File: config.mk
export PLATFORM = sky130hd
export DESIGN_NAME = music_addr_gen
export DESIGN_NICKNAME = d
export VERILOG_FILES = /design/src/rtl/music_addr_gen.sv
export SDC_FILE = /design/constraint.sdc
export NUM_CORES = 1
export LEC_CHECK = 0
export BUFFER_PORTS_ARGS = -buffer_cell sky130_fd_sc_hd__buf_2
export CELL_PAD_IN_SITES_DETAIL_PLACEMENT = 1
export CELL_PAD_IN_SITES_GLOBAL_PLACEMENT = 1
export CORE_ASPECT_RATIO = 1.4
export CORE_MARGIN = 4
export CORE_UTILIZATION = 45
export CTS_CLUSTER_DIAMETER = 60
export DETAILED_ROUTE_END_ITERATION = 8
export PLACE_DENSITY_LB_ADDON = 0.12
export SKIP_CTS_REPAIR_TIMING = 1
export SYNTH_ARGS = -nofsm -noshare
export SYNTH_HDL_FRONTEND = slang
export SYNTH_SLANG_ARGS = --single-unit
export TNS_END_PERCENT = 20
File: constraint.sdc
create_clock -name clk -period 2.4 [get_ports clk]
set_input_delay 0.48 -clock clk [delete_from_list [all_inputs] [get_ports clk]]
set_output_delay 0.48 -clock clk [all_outputs]
set_load 0.02 [all_outputs]
File: src/rtl/music_addr_gen.sv
// Address generator for tone/song ROM playback: loop, one-shot and ping-pong stepping at a programmable rate.
// Latency: a step lands on count at the rising edge; addr_out follows half a cycle later on the falling edge.
// Backpressure: none; enable=0 pauses stepping with the prescaler frozen; start/stop take effect immediately.
module music_addr_gen #(
  parameter int ADDR_W = 7,
  parameter int SEL_W  = 1,
  parameter int DIV_W  = 16
) (
  input  logic                      clk,
  input  logic                      reset,
  input  logic                      start,
  input  logic                      stop,
  input  logic                      enable,
  input  logic [SEL_W-1:0]          song_sel,
  input  logic [1:0]                mode,
  input  logic [ADDR_W-1:0]         last_addr,
  input  logic [DIV_W-1:0]          div,
  output logic [SEL_W+ADDR_W-1:0]   addr_out,
  output logic                      busy,
  output logic                      done,
  output logic                      wrap
);

  typedef enum logic [1:0] {
    ST_IDLE = 2'b00,
    ST_RUN  = 2'b01,
    ST_DONE = 2'b10
  } state_t;

  localparam logic [1:0]        MODE_ONESHOT  = 2'b01;
  localparam logic [1:0]        MODE_PINGPONG = 2'b10;
  localparam logic              DIR_UP        = 1'b0;
  localparam logic              DIR_DOWN      = 1'b1;
  localparam logic [ADDR_W-1:0] CNT_ONE       = ADDR_W'(1);
  localparam logic [DIV_W-1:0]  DIV_ONE       = DIV_W'(1);

  state_t                    state_q, state_d;
  logic [ADDR_W-1:0]         count_q, count_d;
  logic [DIV_W-1:0]          presc_q, presc_d;
  logic                      dir_q, dir_d;
  logic [SEL_W-1:0]          sel_q, sel_d;
  logic [1:0]                mode_q, mode_d;
  logic [ADDR_W-1:0]         last_q, last_d;
  logic [DIV_W-1:0]          div_q, div_d;
  logic                      done_q, done_d;
  logic                      wrap_q, wrap_d;
  logic [SEL_W+ADDR_W-1:0]   addr_out_q, addr_out_d;

  // Next-state: start wins over stop and over any step; steps only in RUN with enable high.
  always_comb begin
    state_d = state_q;
    count_d = count_q;
    presc_d = presc_q;
    dir_d   = dir_q;
    sel_d   = sel_q;
    mode_d  = mode_q;
    last_d  = last_q;
    div_d   = div_q;
    done_d  = 1'b0;
    wrap_d  = 1'b0;

    if (start) begin
      sel_d   = song_sel;
      mode_d  = mode;
      last_d  = last_addr;
      div_d   = div;
      count_d = '0;
      presc_d = '0;
      dir_d   = DIR_UP;
      state_d = ST_RUN;
    end else if (stop) begin
      state_d = ST_IDLE;
      count_d = '0;
      presc_d = '0;
    end else if (state_q == ST_RUN && enable) begin
      if (presc_q != div_q) begin
        presc_d = presc_q + DIV_ONE;
      end else begin
        presc_d = '0;
        case (mode_q)
          MODE_ONESHOT: begin
            if (count_q == last_q) begin
              state_d = ST_DONE;
              done_d  = 1'b1;
            end else begin
              count_d = count_q + CNT_ONE;
            end
          end
          MODE_PINGPONG: begin
            // A zero-length song has nowhere to turn; it reports a turnaround every step.
            if (last_q == '0) begin
              count_d = '0;
              wrap_d  = 1'b1;
            end else if (dir_q == DIR_UP) begin
              if (count_q == last_q) begin
                dir_d   = DIR_DOWN;
                count_d = last_q - CNT_ONE;
                wrap_d  = 1'b1;
              end else begin
                count_d = count_q + CNT_ONE;
              end
            end else begin
              if (count_q == '0) begin
                dir_d   = DIR_UP;
                count_d = CNT_ONE;
                wrap_d  = 1'b1;
              end else begin
                count_d = count_q - CNT_ONE;
              end
            end
          end
          default: begin
            // Loop mode; 2'b11 behaves the same way.
            if (count_q == last_q) begin
              count_d = '0;
              wrap_d  = 1'b1;
            end else begin
              count_d = count_q + CNT_ONE;
            end
          end
        endcase
      end
    end

    addr_out_d = {sel_q, count_q};
  end

  // Rising-edge state and configuration registers.
  always_ff @(posedge clk or negedge reset) begin
    if (!reset) begin
      state_q <= ST_IDLE;
      count_q <= '0;
      presc_q <= '0;
      dir_q   <= DIR_UP;
      sel_q   <= '0;
      mode_q  <= '0;
      last_q  <= '0;
      div_q   <= '0;
      done_q  <= 1'b0;
      wrap_q  <= 1'b0;
    end else begin
      state_q <= state_d;
      count_q <= count_d;
      presc_q <= presc_d;
      dir_q   <= dir_d;
      sel_q   <= sel_d;
      mode_q  <= mode_d;
      last_q  <= last_d;
      div_q   <= div_d;
      done_q  <= done_d;
      wrap_q  <= wrap_d;
    end
  end

  // Falling-edge output register keeps the ROM address settled ahead of the ROM's rising-edge sample.
  always_ff @(negedge clk or negedge reset) begin
    if (!reset) begin
      addr_out_q <= '0;
    end else begin
      addr_out_q <= addr_out_d;
    end
  end

  assign addr_out = addr_out_q;
  assign busy     = (state_q == ST_RUN);
  assign done     = done_q;
  assign wrap     = wrap_q;

endmodule

* Word-level counts from Yosys, hierarchy flattened
Cells that the tools add are included.
** Operators by class
- Reductions and logical operators :: 11
- Add/subtract/negate cells :: 4
- Equal/unequal tests :: 10
- Muxes and demuxes :: 43
** Operators by type and width (count)
- 7-bit two-way mux :: 10
- 16-bit two-way mux :: 4
- 1-bit two-way mux :: 21
- 16-bit by 1-bit adder with 16-bit output (second input constant) :: 1
- 16-bit inequality test :: 1
- 7-bit logical NOT :: 2
- 7-bit case mux with 2 select lines :: 1
- 7-bit by 1-bit subtractor with 7-bit output (second input constant) :: 2
- 2-bit two-way mux :: 6
- 3-bit nonzero test :: 3
- 7-bit by 1-bit adder with 7-bit output (second input constant) :: 1
- 7-bit == test :: 1
- 2-bit inequality test (second input constant) :: 3
- 5-bit AND reduction :: 1
- 2-bit by 1-bit == test with 1-bit output (second input constant) :: 2
- 4-bit inequality test (second input constant) :: 1
- 4-bit AND reduction :: 1
- 2-bit nonzero test :: 2
- 3-bit inequality test (second input constant) :: 1
- 3-bit AND reduction :: 1
- 2-bit == test (second input constant) :: 1
- 1-bit case mux with 2 select lines :: 1
- 1-bit logical AND :: 1
** Storage, ports and cells
- Bits in registers :: 62
- Output and inout port bits :: 11
- Logic and storage cells :: 79

* Logic depth before layout (Yosys ltp)
Gate-level depths: netlist of run 1.
- Word-level depth :: 9
- Gate-level depth with buffers :: 9
- Depth with buffers taken out :: 8

==> run metrics, run 1 <==
TritonCTS buffer count 9; top cells by area, synth dfrtp_1 40%, xnor2_1 7.5%, mux2_2 7.3%, dfrtn_1 5.9%, o21ai_0 4.6%; clock tree buffer depth 2; final net count 447; Setup violations, final 8; Routed Antenna Nets 0; Worst EP arrival 2.08 ns; Critical Path Max Stage Delay 0.40 ns; clock sinks 62; TritonRoute pass-1 iters 4; Mapped Avg Cell Area 9.97 um^2; Cell Count Post-Placement 494; Sw Ratio 25.8%; Post-Syn Instances 341; layout cells sized above 1 28.1%; H-tree Lvls 3; Leak 1.88 nW; die area 9030 um^2; area leader, netlist dfrtp_1; required time of the critical path 1.92 ns; crit path buf inv count 1; Via density 5.58; RSZ-0062 raised after global routing yes; grt met1 use 24.8%; Combinational Power Share 12.5%; GRT Total Usage 22.7%; CP delay by family, top flip-flops; cell with the most instances after synthesis dfrtp_1; Hold WS 0.0698 ns; GPL Wtd Cong 0.892; io pins 42; Startpoint Class flop; met3 Use GR 4.88%; antenna diode count 0; IO Port Bufs 41; clock root cell clkbuf_8; fin util 56.3%; antenna violations before repair 0; Clk pwr share 39.7%; Post-synth top cells 54 x dfrtp_1, 31 x o21ai_0, 30 x nand2_1; largest net degree at the start of global routing 25; setup slack after layout -0.158 ns; critical path's slowest cell dfrtn_1; Setup CP Type flop to output port; Int Pwr 1.76 mW; final non-filler cell total 510; Yosys top cell area share 39.7%; drt first-iter violations 118; vias in the first global route 3182; Mapped Area 3400 um^2; GRT Residual Overflow 0; effective utilization at floorplan 46.2%; Routed WL 9480 um; TritonCTS clock tree built; Max-Cap Viols 0; status finished, violations left; class of the worst hold path input port to asynchronous set/reset pin; skew final 0.0176 ns; Core ar. 7360 um^2; Die Wd 81.5 um; Post-DP HPWL 7260 um; Reg clk slew, reported paths 0.07 ns; DR vias 2847; chip height 111 um; wire per inst 18.6 um; dominant register cell in the synthesized netlist dfrtp_1; # rows 37; Pwr Density 574 nW/um^2; Final Hold Vio Count 0; Seq cells post-synth 62; post-synthesis async set-or-reset flop share 100%; DRC Markers 0; CP endpoint kind output port; number of flops mapped to enable cells by yosys 0; Switching Power 615 uW; Synth Net Count 380; failing checks setup timing; global-route wire length before repair 15600 um; fin. max-slew vios 0; Area Growth Syn to Fin 22.0%; M2 GR Usage 41.1%; Most Crowded Layer GR met2; Synth warnings 0; CP cell instances buf_4; Slew headroom 46.4%; Max FO, Critical Path 1; Worst Tran Pin Value 0.801 ns; Cell variety after synth 43; Seq pwr share 47.7%; Skew-Pair Late Insertion Delay 0.35 ns; Max VDD drop 0.325 mV; register area share after synthesis 45.6%
## kinds of logic after synthesis
kind of cell             after synthesis  share of synthesized area (%)
AND/OR/NAND/NOR                      113                           17.0
AO/OA/AOI/OAI                         69                           14.0
XOR/XNOR                              35                           9.02
adder cells (fa/ha/maj)                8                           2.94
flip-flops                            62                           45.6
buffers and inverters                 30                           3.53
multiplexers                          24                           7.88
## flip-flops by register name, summed over array words and instances, names as in the netlist
register,count
addr_out,8
sel_q,1
last_q,7
presc_q,16
div_q,16
state_q,2
dir_q,1
mode_q,2
wrap,1
count_q,7
done,1
## final timing paths
kind,endpoint,from,cells after the start,slack [ns]
setup / recovery,addr_out[6],addr_out[6]$_DFF_NN0_,1,-0.16
hold / removal,count_q[2]$_DFFE_PN0P_,reset,1,0.07
setup reg to reg,dir_q$_DFFE_PN0P_,presc_q[13]$_DFFE_PN0P_,7,0.16
hold reg to reg,state_q[1]$_DFFE_PN0P_,state_q[1]$_DFFE_PN0P_,1,0.50
max in group asynchronous,addr_out[5]$_DFF_NN0_,reset,1,0.90
min in group clk,last_q[1]$_DFFE_PN0P_,last_addr[1],3,0.34
## cells in the final DEF (no fill, tap or decap), types with 7 or more instances in the layout
master and n:
dfrtp_1 54, buf_2 33, buf_4 33, o21ai_0 31
nand2_1 30, xnor2_1 29, nor2_1 22, mux2_2 22
nor3_1 14, inv_1 13, and3_1 11, clkbuf_8 11
nand4_1 9, ha_1 8, dfrtn_1 8, buf_6 7
## metrics by stage
step	setup TNS, ns	total power [mW]	area (um^2)	worst slack (ns)
2_1_floorplan	0	1.32	3400	0.247
3_3_place_gp	0	1.44	3890	0.198
3_5_place_dp	0	1.46	3890	0.156
4_1_cts	-1.35	2.41	4100	-0.179
5_1_grt	-1.38	2.48	4150	-0.197
6_report	-1.09	2.38	4150	-0.158
## routing by layer
metal / up-vias / part of all wire [%]
met1: 1442 / 39
met5: - / 0
met4: 0 / 2.4
li1: 1343 / -
met3: 15 / 2.5
met2: 47 / 56
## power groups by stage
stage | clock network (mW) | logic (mW) | registers, mW
after global routing | 1.01 | 0.335 | 1.14
after global placement | 0 | 0.289 | 1.15
after floorplan | 0 | 0.182 | 1.14
final | 0.946 | 0.298 | 1.14
after detailed placement | 0 | 0.299 | 1.16
after CTS | 0.972 | 0.301 | 1.14
## final cells by class
cell class              instances  area [um^2]
clock buffers                  12          155
clock inverters                 4         45.0
multi-input cells             249         1730
flip-flops and latches         62         1550
well taps                      97          121
fillers                       841         3210
repair buffers                 73          492
inverters                      13         48.8
No activity file was read; power rests on OpenSTA's default activity.
==> inputs of run 2 (changes only) <==
--- a/config.mk
+++ b/config.mk
@@ -6,6 +6,7 @@
 export NUM_CORES = 1
 export LEC_CHECK = 0
 export BUFFER_PORTS_ARGS = -buffer_cell sky130_fd_sc_hd__buf_2
+export CAP_MARGIN = 20
 export CELL_PAD_IN_SITES_DETAIL_PLACEMENT = 1
 export CELL_PAD_IN_SITES_GLOBAL_PLACEMENT = 1
 export CORE_ASPECT_RATIO = 1.4
==> constraint.sdc (replaced) <==
create_clock -name clk -period 2.4 [get_ports clk]
set_input_delay 0.36 -clock clk [delete_from_list [all_inputs] [get_ports clk]]
set_output_delay 0.36 -clock clk [all_outputs]
set_load 0.02 [all_outputs]
==> run metrics, run 2 (synthesized netlist as in run 1, its figures left out) <==
Pwr Density 601 nW/um^2; Worst Setup SP addr_out[6]$_DFF_NN0_; Routed Antenna Nets 0; drt first-iter violations 96; GPL Wtd Cong 0.852; setup slack after layout -0.0104 ns; clock sinks 62; Setup CP Type flop to output port; io pins 42; worst reg2reg endpoint count_q[4]$_DFFE_PN0P_; Hold Path Depth 3; global-route wire length before repair 16100 um; DR vias 2822; Final Power 2.48 mW; final net count 440; CP endpoint kind output port; crit path buf inv count 1; Max FO, Critical Path 1; Worst EP arrival 2.05 ns; chip height 111 um; skew final 0.0181 ns; Hold Startpoint mode[0]; TritonRoute pass-1 iters 4; antenna diode count 0; Core ar. 7360 um^2; Startpoint Class flop; antenna violations before repair 0; GRT Total Usage 23.1%; Area Growth Syn to Fin 21.3%; Skew-Pair Late Insertion Delay 0.34 ns; GRT Residual Overflow 0; clock tree buffer depth 2; most common cell after layout, fill and taps aside dfrtp_1; failing checks setup timing; Worst Tran Pin Value 0.787 ns; clock root cell clkbuf_8; Post-DP HPWL 7180 um; Final Hold Vio Count 0; TritonCTS buffer count 9; fin util 56.0%; Reg2Reg Depth 7; Leak 1.85 nW; die area 9030 um^2; largest net degree at the start of global routing 26; Worst R2R Start mode_q[1]$_DFFE_PN0P_; class of the worst hold path input port to flop; TritonCTS clock tree built; IO Port Bufs 41; Max VDD drop 0.314 mV; # rows 37; Die Wd 81.5 um; vias in the first global route 3210; worst hold endpoint mode_q[0]$_DFFE_PN0P_; required time of the critical path 2.04 ns; DRC Markers 0; R2R setup slack 0.16 ns; Routed WL 9600 um; Max-Cap Viols 0; RSZ-0062 raised after global routing yes; most frequent cells in the layout 54 x dfrtp_1, 33 x buf_2, 31 x o21ai_0; CP delay by family, top flip-flops; layout cells sized above 1 26.8%; Setup violations, final 5; wire per inst 19.1 um; CP cell instances buf_6; H-tree Lvls 3; Via density 5.61; fin. max-slew vios 0; effective utilization at floorplan 46.2%; critical path's slowest cell dfrtn_1; status finished, violations left; Critical Path Max Stage Delay 0.41 ns; Reg clk slew, reported paths 0.07 ns; Slew headroom 47.1%
-- run 2: changes by cell type in the layout (fill, tap and decap cells not counted), sizes merged --
cell,before,now
dlygate4sd3,0,1
buf,73,65
clkinv,3,2
bufinv,1,2
clkinvlp,0,2
clkbuf,12,10
-- run 2: how the worst max path moves through the flow --
stage	end	slack, ns	cells after the start
2_1_floorplan	presc_q[11]$_DFFE_PN0P_	0.30	7
3_3_place_gp	count_q[2]$_DFFE_PN0P_	0.25	7
3_5_place_dp	count_q[6]$_DFFE_PN0P_	0.14	8
4_1_cts	addr_out[3]	-0.05	1
5_1_grt	addr_out[6]	-0.06	1
6_report	addr_out[6]	-0.01	1
-- run 2: cell type report --
class                   count  area [um^2]
flip-flops and latches     62         1550
well taps                  97          121
multi-input cells         249         1730
clock inverters             6         85.1
inverters                  13         48.8
fillers                   847         3240
repair buffers             66          445
clock buffers              10          138
-- run 2: where the power goes --
part / internal, mW / total [mW] / switching, mW
registers: 1.09 / 1.14 / 0.0466
clock network: 0.609 / 1.04 / 0.433
logic: 0.138 / 0.295 / 0.158
total: 1.84 / 2.48 / 0.638
-- run 2: metrics by stage --
step                      setup slack, ns  hold WS, ns  TNS, ns  instances  area, um^2
final                             -0.0104        0.227  -0.0471        503        4120
after global routing              -0.0630        0.246   -0.332        503        4120
after CTS                         -0.0461      -0.0328   -0.255        502        4060
after detailed placement            0.143        0.336        0        486        3830
after global placement              0.246        0.332        0        486        3830
after floorplan                     0.301       0.0644        0        341        3400
-- run 2: metal layers --
metal	vias to the layer above	track usage, %	wire, um
li1	1332	-	-
met2	51	41.7	5370
met3	18	3.82	252
met4	0	8.34	241
met1	1421	26.3	3740
met5	-	0	0
==> inputs of run 3 (changes only) <==
--- a/config.mk
+++ b/config.mk
@@ -14,7 +14,7 @@
 export CORE_UTILIZATION = 45
 export CTS_CLUSTER_DIAMETER = 60
 export DETAILED_ROUTE_END_ITERATION = 8
-export PLACE_DENSITY_LB_ADDON = 0.12
+export PLACE_DENSITY = 0.79
 export SKIP_CTS_REPAIR_TIMING = 1
 export SYNTH_ARGS = -nofsm -noshare
 export SYNTH_HDL_FRONTEND = slang
==> run metrics, run 3 (synthesized netlist as in run 1, its figures left out) <==
Int Pwr 1.79 mW; Routed WL 9530 um; IO Port Bufs 41; Routed Antenna Nets 0; Combinational Power Share 12.0%; Most Crowded Layer GR met2; most common cell after layout, fill and taps aside dfrtp_1; M2 GR Usage 39.8%; Setup CP Type flop to output port; Startpoint Class flop; Leak 1.87 nW; vias in the first global route 3106; Max FO, Critical Path 1; effective utilization at floorplan 46.2%; Hold WS 0.206 ns; Setup violations, final 8; critical path's slowest cell dfrtn_1; die area 9030 um^2; clock root cell clkbuf_8; Sw Ratio 26.6%; Hold Startpoint mode[0]; layout cells sized above 1 27.0%; failing checks setup timing; sequential cell area 1550 um^2; Worst Setup SP addr_out[0]$_DFF_NN0_; clock tree buffer depth 2; Core ar. 7360 um^2; GRT Total Usage 22.9%; Critical Path Max Stage Delay 0.40 ns; GPL Wtd Cong 0.861; final net count 442; Via density 5.65; antenna diode count 0; Die Wd 81.5 um; chip height 111 um; Clk pwr share 41.2%; RSZ-0062 raised after global routing yes; Worst R2R Start last_q[2]$_DFFE_PN0P_; io pins 42; Final Power 2.43 mW; largest net degree at the start of global routing 36; clock sinks 62; Max-Cap Viols 0; fin. max-slew vios 0; Pwr Density 590 nW/um^2; CP delay by family, top flip-flops; crit path buf inv count 1; most frequent cells in the layout 54 x dfrtp_1, 33 x buf_2, 31 x o21ai_0; GRT Residual Overflow 0; drt first-iter violations 77; setup slack after layout -0.0369 ns; TritonRoute pass-1 iters 4; Slew headroom 66.6%; Area Growth Syn to Fin 21.3%; Seq pwr share 46.8%; required time of the critical path 2.04 ns; Multi-input gate area 1730 um^2; grt met1 use 24.8%; TritonCTS buffer count 9; CP endpoint kind output port; Final Hold Vio Count 0; Max VDD drop 0.482 mV; Reg clk slew, reported paths 0.07 ns; CP cell instances buf_4; DRC Markers 0; Layout fillers 862; H-tree Lvls 3; # rows 37; class of the worst hold path input port to flop; Post-DP HPWL 7010 um; Worst EP arrival 2.08 ns; skew final 0.0229 ns; antenna violations before repair 0; Skew-Pair Late Insertion Delay 0.36 ns; wire per inst 18.9 um; met3 Use GR 4.31%; DR vias 2853; status finished, violations left; TritonCTS clock tree built; Worst Tran Pin Value 0.499 ns; global-route wire length before repair 15500 um; Switching Power 646 uW
## run 3: changes by cell type in the layout (fill, tap and decap cells not counted)
cell and delta:
buf_4 +4, clkbuf_16 +3, buf_6 -2, bufinv_16 -2
clkinvlp_4 -2, clkbuf_8 -1, clkinv_2 +1, inv_4 +1
nor4_1 +1, nor4_2 -1
## run 3: power groups by stage
stage                     sequential [mW]  combinational [mW]  clock [mW]
final                                1.14               0.292        1.00
after global routing                 1.14               0.322        1.08
after CTS                            1.14               0.292        1.03
after detailed placement             1.16               0.290           0
after global placement               1.15               0.279           0
after floorplan                      1.14               0.182           0
## run 3: worst paths after layout
check | slack, ns | cells after the start | endpoint
max reg2reg | 0.16 | 7 | count_q[6]$_DFFE_PN0P_
max in group asynchronous | 0.50 | 2 | addr_out[5]$_DFF_NN0_
min | 0.21 | 3 | mode_q[0]$_DFFE_PN0P_
min reg2reg | 0.50 | 1 | state_q[1]$_DFFE_PN0P_
max | -0.04 | 1 | addr_out[0]
min in group asynchronous | 0.49 | 2 | count_q[4]$_DFFE_PN0P_
## run 3: per-stage QoR
stage                     setup slack, ns  instance area [um^2]  std cells  util [%]  TNS [ns]
after floorplan                     0.301                  3400        341         -         0
after global placement              0.213                  3850        488      52.3         0
after detailed placement            0.156                  3850        488      52.3         0
after CTS                         -0.0834                  4070        504      55.3    -0.481
after global routing              -0.0802                  4120        505      56.0    -0.478
final                             -0.0369                  4120        505      56.0    -0.177
## run 3: layer usage
layer	routed length [um]	up-vias
met5	0	-
met2	5270	48
li1	-	1335
met3	250	28
met1	3640	1442
met4	363	0
## run 3: cell type report
| cell class | count | share of cell area [%] |
|---|---|---|
| Clock inverter | 4 | 0.516 |
| Sequential cell | 62 | 37.6 |
| Clock buffer | 12 | 4.83 |
| Tap cell | 97 | 2.94 |
| Multi-Input combinational cell | 249 | 41.9 |
| Timing Repair Buffer | 68 | 11.0 |
| Inverter | 13 | 1.18 |
## run 3: worst min-delay path, delay by kind of cell
kind | cells | cell delay (ns)
buffers and inverters | 1 | 0.07
AO/OA/AOI/OAI | 1 | 0.06
AND/OR/NAND/NOR | 1 | 0.04
